File: src/rtl/exe_wb_arbiter_if.sv
// Writeback arbiter bus: ALU result, long-latency channel results, branch
// update, flush, and the merged register writeback port.
interface exe_wb_arbiter_if #(
   parameter int NUM_LL = 2,
   parameter int DATA_W = 64,
   parameter int BR_W   = 20,
   parameter int ROB_W  = 7,
   parameter int PDST_W = 7
);
   // single-cycle ALU result, never stalled
   logic                               fast_valid;
   logic [ROB_W-1:0]                   fast_rob_idx;
   logic [PDST_W-1:0]                  fast_pdst;
   logic [1:0]                         fast_dst_rtype;
   logic [DATA_W-1:0]                  fast_data;

   // long-latency channel results, one lane per channel
   logic [NUM_LL-1:0]                  ll_valid;
   logic [NUM_LL-1:0]                  ll_ready;
   logic [NUM_LL-1:0][BR_W-1:0]        ll_br_mask;
   logic [NUM_LL-1:0][ROB_W-1:0]       ll_rob_idx;
   logic [NUM_LL-1:0][PDST_W-1:0]      ll_pdst;
   logic [NUM_LL-1:0][1:0]             ll_dst_rtype;
   logic [NUM_LL-1:0][DATA_W-1:0]      ll_data;

   // branch resolution and pipeline flush
   logic [BR_W-1:0]                    brupdate_resolve_mask;
   logic [BR_W-1:0]                    brupdate_mispredict_mask;
   logic                               flush;

   // merged writeback
   logic                               wb_valid;
   logic [ROB_W-1:0]                   wb_rob_idx;
   logic [PDST_W-1:0]                  wb_pdst;
   logic [1:0]                         wb_dst_rtype;
   logic [DATA_W:0]                    wb_data;
   logic [NUM_LL-1:0]                  busy;

   modport master (
      output fast_valid, fast_rob_idx, fast_pdst, fast_dst_rtype, fast_data,
      output ll_valid, ll_br_mask, ll_rob_idx, ll_pdst, ll_dst_rtype, ll_data,
      output brupdate_resolve_mask, brupdate_mispredict_mask, flush,
      input  ll_ready, wb_valid, wb_rob_idx, wb_pdst, wb_dst_rtype, wb_data, busy
   );

   modport slave (
      input  fast_valid, fast_rob_idx, fast_pdst, fast_dst_rtype, fast_data,
      input  ll_valid, ll_br_mask, ll_rob_idx, ll_pdst, ll_dst_rtype, ll_data,
      input  brupdate_resolve_mask, brupdate_mispredict_mask, flush,
      output ll_ready, wb_valid, wb_rob_idx, wb_pdst, wb_dst_rtype, wb_data, busy
   );
endinterface

File: src/rtl/exe_wb_arbiter.sv
// Writeback merger: the ALU owns the writeback port whenever it has a result;
// long-latency results are parked in per-channel FIFOs that track branch masks
// and drain round-robin into idle writeback slots.

// Per-channel result FIFO with branch-mask tracking. Entries hit by a
// mispredict are marked dead and drained without writeback.
module exe_wb_ll_fifo #(
   parameter int DEPTH = 2,
   parameter int BR_W  = 20,
   parameter int PLD_W = 80
) (
   input  logic             clock,
   input  logic             reset,
   input  logic             enq_valid,
   input  logic [BR_W-1:0]  enq_mask,
   input  logic [PLD_W-1:0] enq_pld,
   input  logic [BR_W-1:0]  resolve_mask,
   input  logic [BR_W-1:0]  mispredict_mask,
   input  logic             flush,
   input  logic             grant,
   output logic             ready,
   output logic             head_live,
   output logic [PLD_W-1:0] head_pld,
   output logic             busy
);
   localparam int PTR_W = (DEPTH > 1) ? $clog2(DEPTH) : 1;
   localparam int CNT_W = $clog2(DEPTH + 1);
   localparam logic [CNT_W-1:0] DEPTH_C = CNT_W'(DEPTH);
   localparam logic [PTR_W-1:0] LAST_C  = PTR_W'(DEPTH - 1);

   logic [DEPTH-1:0][PLD_W-1:0] pld_q;
   logic [DEPTH-1:0][BR_W-1:0]  mask_q;
   logic [DEPTH-1:0]            live_q;
   logic [PTR_W-1:0]            rd_ptr, wr_ptr;
   logic [CNT_W-1:0]            count;
   logic                        nonempty, enq, pop;

   function automatic logic [PTR_W-1:0] ptr_inc(input logic [PTR_W-1:0] p);
      return (p == LAST_C) ? '0 : p + 1'b1;
   endfunction

   // Ready is a pure occupancy test so the producer never sees a
   // combinational path from the dequeue side.
   assign nonempty  = (count != '0);
   assign ready     = reset && (count < DEPTH_C);
   assign busy      = nonempty;
   assign head_pld  = pld_q[rd_ptr];
   // A head killed this very cycle is already treated as dead.
   assign head_live = nonempty && live_q[rd_ptr] && !(|(mask_q[rd_ptr] & mispredict_mask));
   assign enq       = enq_valid && ready && !flush && !(|(enq_mask & mispredict_mask));
   // Dead heads drain on their own, independent of who owns writeback.
   assign pop       = nonempty && (grant || !head_live);

   // Pointers, occupancy, and per-entry mask/live tracking.
   always_ff @(posedge clock or negedge reset) begin
      if (!reset) begin
         rd_ptr <= '0;
         wr_ptr <= '0;
         count  <= '0;
         live_q <= '0;
         mask_q <= '0;
      end else if (flush) begin
         rd_ptr <= '0;
         wr_ptr <= '0;
         count  <= '0;
         live_q <= '0;
         mask_q <= '0;
      end else begin
         if (pop) rd_ptr <= ptr_inc(rd_ptr);
         if (enq) wr_ptr <= ptr_inc(wr_ptr);
         count <= count + CNT_W'(enq) - CNT_W'(pop);
         for (int e = 0; e < DEPTH; e++) begin
            if (|(mask_q[e] & mispredict_mask)) live_q[e] <= 1'b0;
            else                                mask_q[e] <= mask_q[e] & ~resolve_mask;
         end
         if (enq) begin
            live_q[wr_ptr] <= 1'b1;
            mask_q[wr_ptr] <= enq_mask & ~resolve_mask;
         end
      end
   end

   // Result payload storage; needs no reset since occupancy guards it.
   always_ff @(posedge clock) begin
      if (enq) pld_q[wr_ptr] <= enq_pld;
   end

   a_no_pop_empty: assert property (@(posedge clock) disable iff (!reset) !(pop && !nonempty));
   a_no_enq_full:  assert property (@(posedge clock) disable iff (!reset) !(enq && count == DEPTH_C));
endmodule

module exe_wb_arbiter #(
   parameter int NUM_LL    = 2,
   parameter int BUF_DEPTH = 2,
   parameter int DATA_W    = 64,
   parameter int BR_W      = 20,
   parameter int ROB_W     = 7,
   parameter int PDST_W    = 7
) (
   input logic           clock,
   input logic           reset,
   exe_wb_arbiter_if.slave bus
);
   localparam int PLD_W = ROB_W + PDST_W + 2 + DATA_W;
   localparam int RR_W  = (NUM_LL > 1) ? $clog2(NUM_LL) : 1;
   localparam logic [RR_W:0]   NUM_LL_C = (RR_W + 1)'(NUM_LL);
   localparam logic [RR_W-1:0] LAST_CH  = RR_W'(NUM_LL - 1);

   typedef struct packed {
      logic [ROB_W-1:0]  rob_idx;
      logic [PDST_W-1:0] pdst;
      logic [1:0]        dst_rtype;
      logic [DATA_W-1:0] data;
   } wb_uop_t;

   logic [NUM_LL-1:0][PLD_W-1:0] enq_pld, head_pld;
   logic [NUM_LL-1:0]            head_live, grant;
   logic [RR_W-1:0]              rr_ptr, win_idx;
   logic [RR_W:0]                cand;
   logic                         found, ll_win;
   wb_uop_t                      win_uop;

   for (genvar i = 0; i < NUM_LL; i++) begin : g_ch
      assign enq_pld[i] = {bus.ll_rob_idx[i], bus.ll_pdst[i], bus.ll_dst_rtype[i], bus.ll_data[i]};

      exe_wb_ll_fifo #(
         .DEPTH (BUF_DEPTH),
         .BR_W  (BR_W),
         .PLD_W (PLD_W)
      ) u_fifo (
         .clock           (clock),
         .reset           (reset),
         .enq_valid       (bus.ll_valid[i]),
         .enq_mask        (bus.ll_br_mask[i]),
         .enq_pld         (enq_pld[i]),
         .resolve_mask    (bus.brupdate_resolve_mask),
         .mispredict_mask (bus.brupdate_mispredict_mask),
         .flush           (bus.flush),
         .grant           (grant[i]),
         .ready           (bus.ll_ready[i]),
         .head_live       (head_live[i]),
         .head_pld        (head_pld[i]),
         .busy            (bus.busy[i])
      );
   end

   // Round-robin pick among live heads, starting at rr_ptr; the ALU and
   // flush both suppress any long-latency grant.
   always_comb begin
      found   = 1'b0;
      win_idx = '0;
      cand    = '0;
      grant   = '0;
      for (int k = 0; k < NUM_LL; k++) begin
         cand = {1'b0, rr_ptr} + (RR_W + 1)'(k);
         if (cand >= NUM_LL_C) cand = cand - NUM_LL_C;
         if (!found && head_live[cand[RR_W-1:0]]) begin
            found   = 1'b1;
            win_idx = cand[RR_W-1:0];
         end
      end
      ll_win = found && !bus.fast_valid && !bus.flush;
      if (ll_win) grant[win_idx] = 1'b1;
   end

   // Writeback mux: ALU result has absolute priority.
   always_comb begin
      win_uop          = wb_uop_t'(head_pld[win_idx]);
      bus.wb_valid     = bus.fast_valid || ll_win;
      bus.wb_rob_idx   = win_uop.rob_idx;
      bus.wb_pdst      = win_uop.pdst;
      bus.wb_dst_rtype = win_uop.dst_rtype;
      bus.wb_data      = {1'b0, win_uop.data};
      if (bus.fast_valid) begin
         bus.wb_rob_idx   = bus.fast_rob_idx;
         bus.wb_pdst      = bus.fast_pdst;
         bus.wb_dst_rtype = bus.fast_dst_rtype;
         bus.wb_data      = {1'b0, bus.fast_data};
      end
   end

   // Round-robin pointer advances past each granted channel.
   always_ff @(posedge clock or negedge reset) begin
      if (!reset)          rr_ptr <= '0;
      else if (bus.flush)  rr_ptr <= '0;
      else if (ll_win)     rr_ptr <= (win_idx == LAST_CH) ? '0 : win_idx + 1'b1;
   end

   a_wb_msb_zero: assert property (@(posedge clock) disable iff (!reset) !bus.wb_data[DATA_W]);
endmodule
File: src/flat_wrapper.sv
// flat-port wrapper written by rule: the top's interface ports become plain ports
module exe_wb_arbiter_flat 
#(
   parameter int NUM_LL    = 2,
   parameter int BUF_DEPTH = 2,
   parameter int DATA_W    = 64,
   parameter int BR_W      = 20,
   parameter int ROB_W     = 7,
   parameter int PDST_W    = 7
)
  (clock, reset, bus_fast_valid, bus_fast_rob_idx, bus_fast_pdst, bus_fast_dst_rtype, bus_fast_data, bus_ll_valid, bus_ll_br_mask, bus_ll_rob_idx, bus_ll_pdst, bus_ll_dst_rtype, bus_ll_data, bus_brupdate_resolve_mask, bus_brupdate_mispredict_mask, bus_flush, bus_ll_ready, bus_wb_valid, bus_wb_rob_idx, bus_wb_pdst, bus_wb_dst_rtype, bus_wb_data, bus_busy);
  exe_wb_arbiter_if #(.NUM_LL(NUM_LL), .DATA_W(DATA_W), .BR_W(BR_W), .ROB_W(ROB_W), .PDST_W(PDST_W)) bus_i ();
  input logic clock;
  input logic reset;
  input wire logic [$bits(bus_i.fast_valid)-1:0] bus_fast_valid;
  input wire logic [$bits(bus_i.fast_rob_idx)-1:0] bus_fast_rob_idx;
  input wire logic [$bits(bus_i.fast_pdst)-1:0] bus_fast_pdst;
  input wire logic [$bits(bus_i.fast_dst_rtype)-1:0] bus_fast_dst_rtype;
  input wire logic [$bits(bus_i.fast_data)-1:0] bus_fast_data;
  input wire logic [$bits(bus_i.ll_valid)-1:0] bus_ll_valid;
  input wire logic [$bits(bus_i.ll_br_mask)-1:0] bus_ll_br_mask;
  input wire logic [$bits(bus_i.ll_rob_idx)-1:0] bus_ll_rob_idx;
  input wire logic [$bits(bus_i.ll_pdst)-1:0] bus_ll_pdst;
  input wire logic [$bits(bus_i.ll_dst_rtype)-1:0] bus_ll_dst_rtype;
  input wire logic [$bits(bus_i.ll_data)-1:0] bus_ll_data;
  input wire logic [$bits(bus_i.brupdate_resolve_mask)-1:0] bus_brupdate_resolve_mask;
  input wire logic [$bits(bus_i.brupdate_mispredict_mask)-1:0] bus_brupdate_mispredict_mask;
  input wire logic [$bits(bus_i.flush)-1:0] bus_flush;
  output wire logic [$bits(bus_i.ll_ready)-1:0] bus_ll_ready;
  output wire logic [$bits(bus_i.wb_valid)-1:0] bus_wb_valid;
  output wire logic [$bits(bus_i.wb_rob_idx)-1:0] bus_wb_rob_idx;
  output wire logic [$bits(bus_i.wb_pdst)-1:0] bus_wb_pdst;
  output wire logic [$bits(bus_i.wb_dst_rtype)-1:0] bus_wb_dst_rtype;
  output wire logic [$bits(bus_i.wb_data)-1:0] bus_wb_data;
  output wire logic [$bits(bus_i.busy)-1:0] bus_busy;
  assign bus_i.fast_valid = bus_fast_valid;
  assign bus_i.fast_rob_idx = bus_fast_rob_idx;
  assign bus_i.fast_pdst = bus_fast_pdst;
  assign bus_i.fast_dst_rtype = bus_fast_dst_rtype;
  assign bus_i.fast_data = bus_fast_data;
  assign bus_i.ll_valid = bus_ll_valid;
  assign bus_i.ll_br_mask = bus_ll_br_mask;
  assign bus_i.ll_rob_idx = bus_ll_rob_idx;
  assign bus_i.ll_pdst = bus_ll_pdst;
  assign bus_i.ll_dst_rtype = bus_ll_dst_rtype;
  assign bus_i.ll_data = bus_ll_data;
  assign bus_i.brupdate_resolve_mask = bus_brupdate_resolve_mask;
  assign bus_i.brupdate_mispredict_mask = bus_brupdate_mispredict_mask;
  assign bus_i.flush = bus_flush;
  assign bus_ll_ready = bus_i.ll_ready;
  assign bus_wb_valid = bus_i.wb_valid;
  assign bus_wb_rob_idx = bus_i.wb_rob_idx;
  assign bus_wb_pdst = bus_i.wb_pdst;
  assign bus_wb_dst_rtype = bus_i.wb_dst_rtype;
  assign bus_wb_data = bus_i.wb_data;
  assign bus_busy = bus_i.busy;
  exe_wb_arbiter #(.NUM_LL(NUM_LL), .BUF_DEPTH(BUF_DEPTH), .DATA_W(DATA_W), .BR_W(BR_W), .ROB_W(ROB_W), .PDST_W(PDST_W)) u_core (.clock(clock), .reset(reset), .bus(bus_i));
endmodule
File: config.mk
export PLATFORM = sky130hd
export DESIGN_NAME = exe_wb_arbiter_flat
export DESIGN_NICKNAME = d
export VERILOG_FILES = /design/src/rtl/exe_wb_arbiter_if.sv /design/src/rtl/exe_wb_arbiter.sv /design/src/flat_wrapper.sv
export SDC_FILE = /design/constraint.sdc
export NUM_CORES = 1
export LEC_CHECK = 0
export BUFFER_PORTS_ARGS = -buffer_cell sky130_fd_sc_hd__buf_2
export CAP_MARGIN = 10
export CORE_AREA = 2 2 219 221
export CTS_CLUSTER_DIAMETER = 50
export CTS_CLUSTER_SIZE = 20
export DETAILED_ROUTE_END_ITERATION = 6
export DIE_AREA = 0 0 221 223
export GPL_TIMING_DRIVEN = 0
export PLACE_DENSITY = 0.59
export SLEW_MARGIN = 0
export SYNTH_ARGS = -nofsm -noshare
export SYNTH_HDL_FRONTEND = slang
export SYNTH_SLANG_ARGS = --single-unit
File: constraint.sdc
create_clock -name clock -period 5 [get_ports clock]
set_input_delay 0.5 -clock clock [delete_from_list [all_inputs] [get_ports clock]]
set_output_delay 0.5 -clock clock [all_outputs]
set_load 0.05 [all_outputs]
==> results.md <==
- The flow ran to the end, and the final reports show no timing, DRC or antenna violations.
- The worst slew margin relative to its limit is 30.4%.
- On the final layout, the worst clock skew is 19.0 ps.
- The final setup violation count is 0.
- The worst hold path terminates at u_core.g_ch[1].u_fifo.pld_q[100].
- The worst-case setup slack after placement is 432 ps.
- STA classifies the critical path startpoint as a flip-flop.
- The post-synthesis sequential area ratio is 64.3%.
- The clock edge transition at the registers on the reported setup and hold paths is 70 ps.
- Setup repair after global routing left no endpoint under its margin.
- The number of max-slew violations in the final report is 0.
- The CTS sink count is 413.
- The number of clock buffers added by TritonCTS is 43.
- The met2 layer wire length in the routed design is 28.6 mm.
- The startpoint-to-endpoint class of the critical path is reg -> out.
- The H-tree was split into 2 levels.
- Hold timing on the final database bottoms out at a slack of 111 ps.
- The Yosys step of the flow raised 0 warnings.
- At the later pin of the worst-skew pair, clock insertion delay measures 570 ps.
- Static timing analysis puts the maximum clock frequency at 0.212 GHz.
- The total DRC errors in the routed layout is 0.
- After layout, the worst setup slack is 286 ps.
- Cells fill 48.9% of the core in the end.
- The count of boundary I/O pins is 412.
- The measured slew at the worst slew-check pin is 1040 ps.
- In this run the tool buffered the top-level ports with 409 buffer cells.
- The gate count after technology mapping is 1427.
- The required time reported for the critical path endpoint is 4500 ps.
- Measured along the x axis, the die boundary spans 221 um.
- The length of the first detailed-routing pass in iterations is 5.
- The fraction of registers with async set or reset after synthesis is 22.5%.
- The power consumption is 8.90 mW.
- The final weighted congestion of routability-driven global placement is 0.917.
- The peak ir drop on the vdd network is 0.000230 V.
- Summing every instance area after synthesis gives 0.0186 sq mm.
- After synthesis the netlist holds a flip-flop and latch count of 413.
- The number of placement rows is 80.
- Counting instances, the worst hold path has a depth of 1.
- TritonCTS built the clock tree.
- The post-detailed-route via-to-cell ratio is 5.57.
- The average instance in the mapped netlist occupies 13.0 sq um.
- The endpoint identified for the worst register-to-register timing path is u_core.g_ch[1].u_fifo.count[1].
- The largest individual stage delay along the critical path comes from the cell o21ai_1.
- For flop-to-flop paths, the worst setup slack is 790 ps.
- The initial core utilization is 39.4%.
- The synthesized netlist net count is 1757.
- The total length of routed met3 wires is 4.51 mm.
- In the finished design, the share of the clock period the worst path needs comes to 94.3%.
- The worst-case clock buffer depth is 3.
- The source of the worst hold timing path is bus_ll_data[84].
- The signal on the critical path passes through a22o_1, a221oi_1, and3_1, nand3_1, o21ai_1, buf_2, buf_1, nand4_1, o221a_1, buf_2.
- The number of failing hold endpoints at the final stage is 0.
- The total global-route track usage is 23.7%.
- The clock period minus final worst setup slack is 4710 ps.
- The analysis attributes to cell leakage a power of 8.63 nW.
- The tool flagged a number of max-cap violations equal to 0.
- The via count of the first global-routing pass is 14415.
- Counting both buffers and inverters, the worst setup path holds a total of 3.
- Of the cells placed in the final design, the portion with a size suffix greater than 1 is 27.3%.
- Counting stages on the worst path, the most repeated cell is buf_2.
- The die height is 223 um.
- The startpoint identified for the worst register-to-register timing path is u_core.g_ch[1].u_fifo.mask_q[20].
- The synthesized design contains 320 enable-type register cells.
- For this block, wires on met1 add up to 24.8 mm.
- After detailed routing, no signal wire sits above met5.
- Yosys mapped the design onto 45 distinct sky130hd cell types.
- The number of violations reported at the end of detailed-routing iteration 0 is 1154.
- For this run, the leading register cell type out of synthesis is edfxtp_1.
- The die outline area is 0.0493 sq mm.
- The global-route wire length before repair is 88.1 mm.
- After legalization and detailed placement, the total HPWL measured 42.8 mm.
- The total area inside the core boundary comes to 0.0471 sq mm.
- The average routed wire per standard cell is 23.5 um.
- The maximum number of pins on one net before global-route repair is 57.
- Summed over all layers, the global routing overflow is 0.
- STA classifies the critical path endpoint as an output port.
- The arrival time reported for the critical path endpoint is 4210 ps.
- On the critical path the largest part of the delay comes from compound AO/OA/AOI/OAI gates.
- The path class of the tightest hold or removal check is in -> reg.
- Wires add up to 59.9 mm.
- In the final design database the tool counted 2219 nets.
- The cell chosen for the clock root is clkbuf_16.
- The stage delay of the slowest cell on the critical path is 800 ps.
- The count of cells along the worst register-to-register path is 14.
- Once detail routing completed, the nets flagged for antenna violations numbered 0.
- Across all layers, the routed design uses 14194 vias.
- The area overhead of the layout relative to synthesis is 24.3%.
- The largest fanout on the critical path is 10.
- The number of antenna violations at the first check in global routing came to 11.
- In this run the power density over the cells is 386 mW/mm^2.
==> flip-flops by register name (all words and copies together) (netlist names) <==
name	count
u_core.g_ch.u_fifo.pld_q	320
u_core.g_ch.u_fifo.wr_ptr	2
u_core.g_ch.u_fifo.rd_ptr	2
u_core.g_ch.u_fifo.live_q	4
u_core.rr_ptr	1
u_core.g_ch.u_fifo.count	4
u_core.g_ch.u_fifo.mask_q	80
==> power by group <==
group | switching [mW] | leakage [nW] | total [mW] | internal, mW
logic | 1.16 | 3.75 | 1.83 | 0.660
registers | 0.0248 | 4.17 | 3.75 | 3.72
clock network | 1.45 | 0.712 | 3.33 | 1.88
total | 2.64 | 8.63 | 8.90 | 6.26
==> layout make-up <==
type,count,area [sq um]
Fill cell,4287,24100
Inverter,35,131
Clock inverter,31,347
Tap cell,615,769
Sequential cell,413,11900
Buffer,111,531
Multi-Input combinational cell,868,5980
Clock buffer,49,1130
Antenna cell,9,22.5
Timing Repair Buffer,417,2220
==> cells by family after synthesis <==
family,count (synthesis),synth area share [%]
simple gates,419,10.9
flops,413,64.3
compound gates,278,12.0
mux,162,8.75
buf+inv,146,3.49
fa+ha+maj,4,0.270
xor+xnor,4,0.189
other cells,1,0.0202
==> cell usage after synthesis, types with 2 or more instances <==
cell type | number | area, sq um
o21ai_1 | 4 | 20.0
and4_1 | 2 | 17.5
clkbuf_1 | 75 | 282
ha_1 | 4 | 50.1
a22oi_1 | 20 | 150
inv_1 | 30 | 113
o211ai_1 | 40 | 300
a221oi_1 | 12 | 105
nand4_1 | 87 | 544
nor3_1 | 2 | 10.0
nand3_1 | 43 | 215
nor2_1 | 11 | 41.3
a211oi_1 | 4 | 30.0
a22o_1 | 15 | 131
nor2b_1 | 47 | 294
a21oi_1 | 89 | 445
a221oi_2 | 3 | 45.0
buf_2 | 10 | 50.1
and3_1 | 6 | 37.5
dfrtp_1 | 93 | 2330
xnor2_1 | 2 | 17.5
inv_2 | 5 | 18.8
edfxtp_1 | 320 | 9610
buf_6 | 9 | 101
nand2b_1 | 4 | 25.0
nand4b_1 | 2 | 17.5
mux2_1 | 2 | 22.5
buf_4 | 5 | 37.5
mux2i_1 | 160 | 1600
xor2_1 | 2 | 17.5
a222oi_1 | 4 | 40.0
nand2_1 | 212 | 796
buf_1 | 12 | 45.0
o221a_1 | 80 | 901
==> worst max path at each step <==
stage | to | slack (ps) | from | cells after the start
after floorplan | u_core.g_ch[1].u_fifo.pld_q[0] | 570 | bus_ll_br_mask[20] | 7
after global placement | u_core.g_ch[0].u_fifo.pld_q[51] | -3840 | reset | 7
after detailed placement | u_core.g_ch[1].u_fifo.count[1] | 430 | bus_brupdate_mispredict_mask[0] | 15
after CTS | bus_wb_data[50] | 160 | u_core.g_ch[1].u_fifo.mask_q[20] | 10
after global routing | bus_wb_data[52] | 50 | u_core.g_ch[1].u_fifo.mask_q[20] | 10
final | bus_wb_data[50] | 290 | u_core.g_ch[1].u_fifo.mask_q[20] | 10
==> per-layer routing <==
layer	up-vias	global-route usage (%)
met1	7016	30.4
met4	6	8.31
met5	-	0
met2	602	39.0
met3	119	5.98
li1	6451	-
==> cell usage in the layout (no fill, tap or decap), types with 11 or more instances in the layout <==
master and n:
inv_1 30, nand3_1 43, a22oi_1 20, clkbuf_1 75, a22o_1 15, nand4_1 87
o221a_1 80, buf_2 418, a21oi_1 89, a221oi_1 12, dfrtp_1 93, mux2i_1 160
edfxtp_1 320, nor2_1 11, buf_1 12, clkbuf_16 44, nand2_1 212, o211ai_1 40
nor2b_1 47
==> timing repair <==
action | CTS | global route
hold buffers | 1 | 0
gates resized for setup | 0 | 0
endpoints found under the setup margin | 0 | 0
endpoints found under the hold margin | 40 | 0
setup buffers | 0 | 0
==> through the flow <==
step / cells / TNS [ps] / cell area [sq um]
global route: 2544 / 0 / 23100
detailed placement: 2458 / 0 / 21600
finish: 2548 / 0 / 23100
CTS: 2539 / 0 / 23000
global placement: 2451 / -1289700 / 21400
floorplan: 1427 / 0 / 18600
No activity file was read; power rests on OpenSTA's default activity.
